<file path="src/rtl/alu_pkg.sv">
// Shared types and widths for the registered execute-stage ALU.
package alu_pkg;

  localparam int unsigned WIDTH   = 32;
  localparam int unsigned SHAMT_W = 5;

  typedef enum logic [3:0] {
    ADD = 4'd0,
    SUB = 4'd1,
    AND = 4'd2,
    OR  = 4'd3,
    XOR = 4'd4,
    NOT = 4'd5,
    SLA = 4'd6,
    SRA = 4'd7,
    SRL = 4'd8
  } alu_funct_e;

  typedef enum logic [1:0] {
    SH_LEFT  = 2'd0,
    SH_ARITH = 2'd1,
    SH_LOGIC = 2'd2
  } shift_mode_e;

endpackage

</file>
<file path="src/rtl/alu_shifter.sv">
// Combinational barrel shifter: left, arithmetic right or logical right,
// also returning the last bit shifted out (0 for a zero shift amount).
module alu_shifter
  import alu_pkg::*;
(
  input  logic [WIDTH-1:0]   a_i,
  input  logic [SHAMT_W-1:0] shamt_i,
  input  shift_mode_e        mode_i,
  output logic [WIDTH-1:0]   res_o_c,
  output logic               last_o_c
);

  logic [WIDTH:0] left_ext;
  logic [WIDTH:0] right_ext;

  // One guard bit beyond the data catches the last bit shifted out.
  always_comb begin
    left_ext  = {1'b0, a_i} << shamt_i;
    right_ext = {a_i, 1'b0} >> shamt_i;
    if (mode_i == SH_ARITH) begin
      right_ext = $signed({a_i, 1'b0}) >>> shamt_i;
    end
  end

  always_comb begin
    res_o_c  = right_ext[WIDTH:1];
    last_o_c = right_ext[0];
    if (mode_i == SH_LEFT) begin
      res_o_c  = left_ext[WIDTH-1:0];
      last_o_c = left_ext[WIDTH];
    end
  end

endmodule

</file>
<file path="src/rtl/alu_unit.sv">
// Registered 32-bit ALU: nine operations selected by funct, one-cycle latency.
// Optional zero/neg/carry/ovf flag outputs are built when ALU_FLAGS_EN is defined.
module alu_unit
  import alu_pkg::*;
(
  input  logic               clk,
  input  logic               rst_n,
  input  logic [WIDTH-1:0]   a,
  input  logic [WIDTH-1:0]   b,
  input  logic [SHAMT_W-1:0] shamt,
  input  logic [3:0]         funct,
  output logic [WIDTH-1:0]   out
`ifdef ALU_FLAGS_EN
  ,
  output logic               zero,
  output logic               neg,
  output logic               carry,
  output logic               ovf
`endif
);

  alu_funct_e      op;
  shift_mode_e     sh_mode;
  logic [WIDTH-1:0] sh_res;
  logic            sh_last;
  logic [WIDTH:0]  add_ext;
  logic [WIDTH:0]  sub_ext;
  logic [WIDTH-1:0] out_d, out_q;

  assign op = alu_funct_e'(funct);

  always_comb begin
    sh_mode = SH_LOGIC;
    if (op == SLA) sh_mode = SH_LEFT;
    else if (op == SRA) sh_mode = SH_ARITH;
  end

  alu_shifter u_shifter (
    .a_i      (a),
    .shamt_i  (shamt),
    .mode_i   (sh_mode),
    .res_o_c  (sh_res),
    .last_o_c (sh_last)
  );

  // Subtraction as a + ~b + 1 so the carry-out means "no borrow".
  assign add_ext = {1'b0, a} + {1'b0, b};
  assign sub_ext = {1'b0, a} + {1'b0, ~b} + (WIDTH+1)'(1);

  always_comb begin
    out_d = '0;
    case (op)
      ADD:     out_d = add_ext[WIDTH-1:0];
      SUB:     out_d = sub_ext[WIDTH-1:0];
      AND:     out_d = a & b;
      OR:      out_d = a | b;
      XOR:     out_d = a ^ b;
      NOT:     out_d = ~a;
      SLA,
      SRA,
      SRL:     out_d = sh_res;
      default: out_d = '0;
    endcase
  end

  always_ff @(posedge clk or negedge rst_n) begin
    if (!rst_n) out_q <= '0;
    else        out_q <= out_d;
  end

  assign out = out_q;

`ifdef ALU_FLAGS_EN
  logic carry_d, ovf_d;
  logic zero_q, neg_q, carry_q, ovf_q;

  always_comb begin
    carry_d = 1'b0;
    ovf_d   = 1'b0;
    case (op)
      ADD: begin
        carry_d = add_ext[WIDTH];
        ovf_d   = (a[WIDTH-1] == b[WIDTH-1]) && (add_ext[WIDTH-1] != a[WIDTH-1]);
      end
      SUB: begin
        carry_d = sub_ext[WIDTH];
        ovf_d   = (a[WIDTH-1] != b[WIDTH-1]) && (sub_ext[WIDTH-1] != a[WIDTH-1]);
      end
      SLA,
      SRA,
      SRL:     carry_d = sh_last;
      default: carry_d = 1'b0;
    endcase
  end

  always_ff @(posedge clk or negedge rst_n) begin
    if (!rst_n) begin
      zero_q  <= 1'b0;
      neg_q   <= 1'b0;
      carry_q <= 1'b0;
      ovf_q   <= 1'b0;
    end else begin
      zero_q  <= (out_d == '0);
      neg_q   <= out_d[WIDTH-1];
      carry_q <= carry_d;
      ovf_q   <= ovf_d;
    end
  end

  assign zero  = zero_q;
  assign neg   = neg_q;
  assign carry = carry_q;
  assign ovf   = ovf_q;
`else
  logic [2:0] unused_bits;
  assign unused_bits = {sh_last, add_ext[WIDTH], sub_ext[WIDTH]};
`endif

endmodule

</file>
<file path="config.mk">
export PLATFORM = sky130hd
export DESIGN_NAME = alu_unit
export DESIGN_NICKNAME = d
export VERILOG_FILES = /design/src/rtl/alu_pkg.sv /design/src/rtl/alu_shifter.sv /design/src/rtl/alu_unit.sv
export SDC_FILE = /design/constraint.sdc
export NUM_CORES = 1
export LEC_CHECK = 0
export ABC_AREA = 1
export CAP_MARGIN = 20
export CORE_MARGIN = 1
export CORE_UTILIZATION = 60
export CTS_BUF_LIST = sky130_fd_sc_hd__clkbuf_8 sky130_fd_sc_hd__clkbuf_16
export DETAILED_ROUTE_END_ITERATION = 8
export PLACE_DENSITY = 0.81
export SETUP_SLACK_MARGIN = 0.02
export SLEW_MARGIN = 5
export SYNTH_ARGS = -nofsm -noshare
export SYNTH_HDL_FRONTEND = slang
export SYNTH_SLANG_ARGS = --single-unit
export TNS_END_PERCENT = 100
</file>
<file path="constraint.sdc">
create_clock -name clk -period 0.8 [get_ports clk]
set_input_delay 0.08 -clock clk [delete_from_list [all_inputs] [get_ports clk]]
set_output_delay 0.08 -clock clk [all_outputs]
set_load 0.03 [all_outputs]
</file>
==> results of run 1 <==
## stage by stage
| step | std cells | setup TNS [ps] | util, % | setup WS (ps) | area (um2) |
|---|---|---|---|---|---|
| floorplan | 2120 | -19550 | - | -753 | 12300 |
| global placement | 2792 | -47770 | 90.8 | -1770 | 16400 |
| detailed placement | 2792 | -51760 | 90.8 | -1850 | 16400 |
## logic make-up after synthesis
family,after synthesis,synth area share (%)
flip-flops,32,7.23
AO/OA/AOI/OAI,262,13.8
adder cells (fa/ha/maj),106,12.1
AND/OR/NAND/NOR,1334,52.0
buffers and inverters,384,14.6
XOR/XNOR,2,0.158
==> impl_metrics.toml, run 1 <==
[outcome]
outcome = "did not finish"
stop_stage = "4_1_cts"
error = "[ERROR DPL-0038] Utilization greater than 100%, impossible to legalize"

[synthesis]
ys_warn_count = 0
ys_top_cells_by_area = "nand2_1 24%, nand3_1 18%, ha_1 12%"
synth_cell_type_count = 50
synthTopCellsByCount = "695 x nand2_1, 407 x nand3_1, 271 x inv_1, 147 x nor2_1, 104 x ha_1"
syn_nets = 2301
avgSynthCellArea_um2 = 5.22
async_flop_share_pct = 100
synth_top_area_share_pct = 23.6
synth_ff_type = "dfrtp_1"
seq_area_frac_synth_pct = 7.23
synth_area_leader_cell = "nand2_1"
synth_most_common_cell = "nand2_1"
ys_seq_elements = 32
syn-instance-count = 2120
syn_area_um2 = 11100
synth_edf_count = 0

[clocking]
clockRootBuffer = "clkbuf_16"
cts_setup_buffers = 74
cts.sinks = 32
htree_levels = 2
cts_buffers = 5
cts.path.max_buffers = 2
hold_buffers = 1
cts_resized = 975

[placement]
hpwl_um = 50500
port_buffers = 106
gp_congestion = 1.18

[floorplanning]
initial_core_util_pct = 61.4
dieHeight_um = 138
ios = 107
die_w_um = 138
rows = 49
==> run 2: changes to the inputs <==
--- a/config.mk
+++ b/config.mk
@@ -8,11 +8,9 @@
 export ABC_AREA = 1
 export CAP_MARGIN = 20
 export CORE_MARGIN = 1
-export CORE_UTILIZATION = 60
-export CTS_BUF_LIST = sky130_fd_sc_hd__clkbuf_8 sky130_fd_sc_hd__clkbuf_16
+export CORE_UTILIZATION = 40
 export DETAILED_ROUTE_END_ITERATION = 8
-export PLACE_DENSITY = 0.81
-export SETUP_SLACK_MARGIN = 0.02
+export PLACE_DENSITY_LB_ADDON = 0.15
 export SLEW_MARGIN = 5
 export SYNTH_ARGS = -nofsm -noshare
 export SYNTH_HDL_FRONTEND = slang
==> run 2 against run 1 <==
The flow now finishes, with violations (setup timing). Synthesized area is the same. Synthesized cell count unchanged.
==> impl_metrics.toml, run 2 <==
[outcome]
outcome = "finished with violations"
violations = "setup timing"

[placement]
pre_cts_slack_ps = -1800
postPlaceCellArea_um2 = 17100
hpwl_um = 50800
dp_cells = 2975
gp_congestion = 1.06
port_buffers = 106

[synthesis]
synthXorXnorAreaFrac_pct = 0.158
syn_area_um2 = 11100
ys_warn_count = 0
syn-instance-count = 2120
synth_edf_count = 0
synthAdderAreaFrac_pct = 12.1
syn_nets = 2301
async_flop_share_pct = 100
synth_ff_type = "dfrtp_1"
synth_top_area_share_pct = 23.6
synth-simple-area-share_pct = 52.0
synth_top_family_by_area = "simple AND/OR/NAND/NOR gates"
synth_compound_area_share_pct = 13.8
seq_area_frac_synth_pct = 7.23
synthTopCellsByCount = "695 x nand2_1, 407 x nand3_1, 271 x inv_1, 147 x nor2_1, 104 x ha_1"
synth_most_common_cell = "nand2_1"
ys_seq_elements = 32
synth_cell_type_count = 50
synth_mux_area_share_pct = 0
synth_area_leader_cell = "nand2_1"
ys_top_cells_by_area = "nand2_1 24%, nand3_1 18%, ha_1 12%"
avgSynthCellArea_um2 = 5.22

[final_layout]
drive_gt1_share_pct = 55.3
fin_area_um2 = 21800
final_net_count = 2945
largest_register_ffs = 32
layout_commonest_cell = "buf_4"
final_util_pct = 80.8
layout_common_cells = "496 x buf_4, 441 x nand2_1, 289 x nand3_1"
syn2layout_area_growth_pct = 97.2
final_cells = 3107

[hold_path]
hold_class = "primary input to flop"
min-delay-start = "a[29]"

[grt]
grt_max_degree = 33
grt_pass1_wl_um = 101000
grt_pass1_vias = 17700
globalRouteOverflowTotal = 0
grt_antenna_before_repair = 3
grt_usage_pct = 46.3

[power]
cellPowerDensity_nw_per_um2 = 926
peakVddDrop_mv = 0.868
power.leakage_nw = 11.0

[floorplanning]
die_area_um2 = 28300
initial_core_util_pct = 41.0
rows = 60
ios = 107
dieHeight_um = 168
core_area_um2 = 27000
die_w_um = 168

[clocking]
clockRootBuffer = "clkbuf_16"
cts.sinks = 32
path_clk_slew_ps = 70
htree_levels = 2
cts_buffers = 5
cts_tree = "yes"
cts.path.max_buffers = 2

[sta]
hold_violations = 0
fmax_mhz = 522
finalWorstSetupSlack_ps = -1120
final-setup-viol-count = 64
slew_headroom_pct = 67.1
rsz0062_at_grt = "true"
period_needed_ps = 1920
fin_crit_sh_pct = 239
tightest_slew_ps = 489
finalSetupTns_ps = -31090
slew_violations = 0

[routing]
vias_per_cell = 6.16
wl_per_cell_um = 24.0
ant_nets = 0
drtPass1Iterations = 9
drtIter0Drc = 2690
vias = 19100
drt_wl_total_um = 74600
drc = 0

[critical_path]
cp-endpoint = "out[9]$_DFF_PN0_"
crit_start = "a[8]"
required_ps = 950
critPathKind = "primary input to flop"
cp-start-kind = "primary input"
crit_path_max_fanout = 4
critPathCaptureType = "flop"
cp.arrival_ps = 2060

[job]
drv_cap = 0
-- run 2: cell counts after synthesis --
Identical to the previous run, type by type.
-- run 2: kinds of logic (layout without fill, tap and decap cells) --
logic type / Yosys count / in the layout
compound gates: 262 / 262
buf+inv: 384 / 1029
fa+ha+maj: 106 / 106
other cells: 0 / 1
flops: 32 / 32
simple gates: 1334 / 1334
xor+xnor: 2 / 2
-- run 2: timing repair --
| action | 4_1_cts | 5_1_grt |
|---|---|---|
| resized for setup | 944 | 343 |
| gates cloned | 7 | 1 |
| setup buffers | 72 | 47 |
| pin swaps | 259 | 225 |
| hold buffers | 1 | 0 |
| setup endpoints to repair | 64 | 64 |
| endpoints found under the hold margin | 32 | 0 |
-- run 2: layer usage --
| layer | up-vias | global-route usage [%] | share of wire (%) | wire, um |
|---|---|---|---|---|
| li1 | 8233 | - | - | - |
| met1 | 8750 | 60.0 | 37 | 27400 |
| met2 | 1625 | 71.0 | 41 | 30800 |
| met4 | 2 | 29.5 | 9.6 | 7160 |
| met5 | - | 0 | 0.019 | 14 |
| met3 | 521 | 8.09 | 12 | 9240 |
-- run 2: how the worst min path moves through the flow --
stage / slack, ps / depth (start not counted) / end
after global routing: 260 / 4 / out[29]$_DFF_PN0_
after floorplan: -220 / 0 / out[0]$_DFF_PN0_
final: 250 / 4 / out[29]$_DFF_PN0_
after global placement: 60 / 2 / out[29]$_DFF_PN0_
after CTS: 270 / 5 / out[0]$_DFF_PN0_
after detailed placement: 70 / 2 / out[21]$_DFF_PN0_
-- run 2: critical path, stage by stage --
cell and delay [ps]:
buf_4 140, buf_4 150, ha_2 280, inv_1 100, o21ai_2 90, inv_1 90, nand2_2 100, inv_2 140
nand2_4 110, nor2_2 110, nor3_2 70, nor3_4 420, nand2_1 180
-- run 2: power by group --
| group | total, W | switching [W] | leakage (nW) | internal [W] |
|---|---|---|---|---|
| logic | 0.0159 | 0.00917 | 10.5 | 0.00674 |
| clock network | 0.00225 | 0.00102 | 0.0766 | 0.00124 |
| registers | 0.00204 | 0.000219 | 0.414 | 0.00182 |
| total | 0.0202 | 0.0104 | 11.0 | 0.00980 |
-- run 2: stage by stage --
step           total power, W  hold WS (ps)
4_1_cts                0.0177           267
2_1_floorplan         0.00794          -216
5_1_grt                0.0208           256
3_5_place_dp           0.0133          72.0
3_3_place_gp           0.0132          63.6
6_report               0.0202           246
-- run 2: cell type report --
type / count / area, um2
repair inverters: 2 / 12.5
clock buffers: 6 / 139
clock inverters: 2 / 10.0
fillers: 1812 / 5200
diodes: 1 / 2.50
multi-input cells: 1704 / 12400
well taps: 341 / 427
flip-flops and latches: 32 / 803
inverters: 280 / 1260
repair buffers: 739 / 6760
Power figures use the tool's default switching activity.
==> run 3: changes to the inputs <==
--- a/config.mk
+++ b/config.mk
@@ -7,7 +7,7 @@
 export LEC_CHECK = 0
 export ABC_AREA = 1
 export CAP_MARGIN = 20
-export CORE_MARGIN = 1
+export CORE_MARGIN = 4
 export CORE_UTILIZATION = 40
 export DETAILED_ROUTE_END_ITERATION = 8
 export PLACE_DENSITY_LB_ADDON = 0.15
==> run 3 against run 2 <==
The flow finishes with violations (DRC, setup timing). Die area increased by 7.3%. Worst setup slack got worse by 150 ps. Clock-buffer cell count decreased by 1. Maximum frequency decreased by 7.5%. First-iteration DRC count increased by 6.6%. Via count increased by 4.0%. Worst hold slack got worse by 60 ps. Sequential share of layout area decreased by 0.058 points. Critical path depth increased by 3. Wire length increased by 6.2%. Clock power increased by 12%. Flip-flop and latch count unchanged. Critical endpoint is now out[10]$_DFF_PN0_.
==> impl_metrics.toml, run 3 (synthesized netlist as in run 2, its figures left out) <==
[outcome]
outcome = "finished with violations"
violations = "DRC, setup timing"

[grt]
grt_usage_pct = 44.2
grt_antenna_before_repair = 4
grt_pass1_vias = 18400
grt_max_degree = 33
globalRouteOverflowTotal = 0
grt_pass1_wl_um = 105000

[final_layout]
drive_gt1_share_pct = 55.0
layout_common_cells = "479 x buf_4, 439 x nand2_1, 292 x nand3_1"
final_util_pct = 81.8
largest_register_ffs = 32
layout_commonest_cell = "buf_4"
syn2layout_area_growth_pct = 100
final_cells = 3149
final_net_count = 2954

[floorplanning]
dieHeight_um = 174
die_w_um = 174
ios = 107
rows = 60
initial_core_util_pct = 40.8
die_area_um2 = 30400
core_area_um2 = 27100

[power]
p_int_w = 0.0103
clockPowerShare_pct = 11.9
sequentialPowerShare_pct = 9.6
power_w = 0.0212
power.leakage_nw = 11.0
peakVddDrop_mv = 0.836
p_switching_w = 0.0109
combPwrFrac_pct = 78.5
swShare_pct = 51.4
cellPowerDensity_nw_per_um2 = 955

[routing]
vias = 19900
vias_per_cell = 6.32
wl_per_cell_um = 25.2
ant_nets = 0
drtPass1Iterations = 9
drt_wl_total_um = 79300
drtIter0Drc = 2867
drc = 6

[hold_path]
whs_endpoint = "out[14]$_DFF_PN0_"
min-delay-start = "a[14]"
hold_class = "primary input to flop"
holdPathStages = 4

[sta]
rsz0062_at_grt = "true"
tightest_slew_ps = 611
slew_violations = 0
fmax_mhz = 483
finalWorstSetupSlack_ps = -1270
final-setup-viol-count = 64
finalSetupTns_ps = -34660
hold_violations = 0
fin_crit_sh_pct = 259
slew_headroom_pct = 59.0
period_needed_ps = 2070

[critical_path]
crit_path_max_fanout = 4
required_ps = 970
cp-start-kind = "primary input"
cp.arrival_ps = 2240
critPathKind = "primary input to flop"
critPathCaptureType = "flop"

[clocking]
clockRootBuffer = "clkbuf_16"
htree_levels = 2
cts_buffers = 5
path_clk_slew_ps = 80
cts_tree = "yes"
cts.path.max_buffers = 2
cts.sinks = 32

[placement]
port_buffers = 106
hpwl_um = 50800
dp_cells = 3017
gp_congestion = 1.07

[job]
drv_cap = 0
run 3: critical path: stages:
cell and delay, ps:
buf_8 110, buf_6 120, inv_8 50, ha_4 130, inv_4 40, fa_2 440
nand2_4 120, nand2_8 80, nand3_4 110, nand2_8 90, nand2_2 110, nand2_4 90
nor2_2 100, nor3_1 60, nor2_1 410, nand2_1 110
run 3: what timing repair did:
action | CTS | global route
hold endpoints to repair | 32 | 0
gates cloned | 4 | 1
pin swaps | 295 | 168
endpoints found under the setup margin | 64 | 64
resized for setup | 1055 | 251
hold buffers | 1 | 0
setup buffers | 87 | 34
run 3: stage by stage:
step           instance area, um2  setup slack [ps]  hold WS (ps)
6_report                    22200             -1270           187
3_3_place_gp                17200             -1830          58.9
4_1_cts                     20900              -800           173
5_1_grt                     22200             -1210           191
2_1_floorplan               12300              -753          -216
3_5_place_dp                17200             -1950          63.0
run 3: area by class of cell:
class / count / area, um2
inverters: 280 / 1250
flip-flops and latches: 32 / 803
fillers: 1750 / 4920
clock inverters: 3 / 42.5
multi-input cells: 1704 / 12500
diodes: 3 / 7.51
well taps: 372 / 465
clock buffers: 5 / 125
repair buffers: 750 / 7010
run 3: power by group through the flow:
| stage | Sequential [W] | Clock [W] | Combinational [W] |
|---|---|---|---|
| 5_1_grt | 0.00203 | 0.00249 | 0.0172 |
| 3_3_place_gp | 0.00200 | 0 | 0.0113 |
| 4_1_cts | 0.00201 | 0.00236 | 0.0142 |
| 3_5_place_dp | 0.00199 | 0 | 0.0114 |
| 6_report | 0.00203 | 0.00251 | 0.0166 |
| 2_1_floorplan | 0.00231 | 0 | 0.00563 |
run 3: worst max-delay path by stage:
stage | start | endpoint | slack (ps) | cells past startpoint
finish | a[0] | out[10]$_DFF_PN0_ | -1270 | 16
global route | a[0] | out[10]$_DFF_PN0_ | -1210 | 16
CTS | a[0] | out[2]$_DFF_PN0_ | -800 | 12
detailed placement | a[0] | out[2]$_DFF_PN0_ | -1950 | 12
global placement | a[0] | out[2]$_DFF_PN0_ | -1830 | 12
floorplan | a[0] | out[30]$_DFF_PN0_ | -750 | 15
run 3: per-layer routing:
metal | part of all wire [%] | vias up | routed length (um) | global-route usage (%)
met3 | 14 | 688 | 11300 | 10.2
met5 | 0 | - | 0 | 0
met1 | 34 | 8985 | 27300 | 55.8
li1 | - | 8263 | - | -
met2 | 41 | 1965 | 32100 | 67.8
met4 | 11 | 0 | 8500 | 27.7
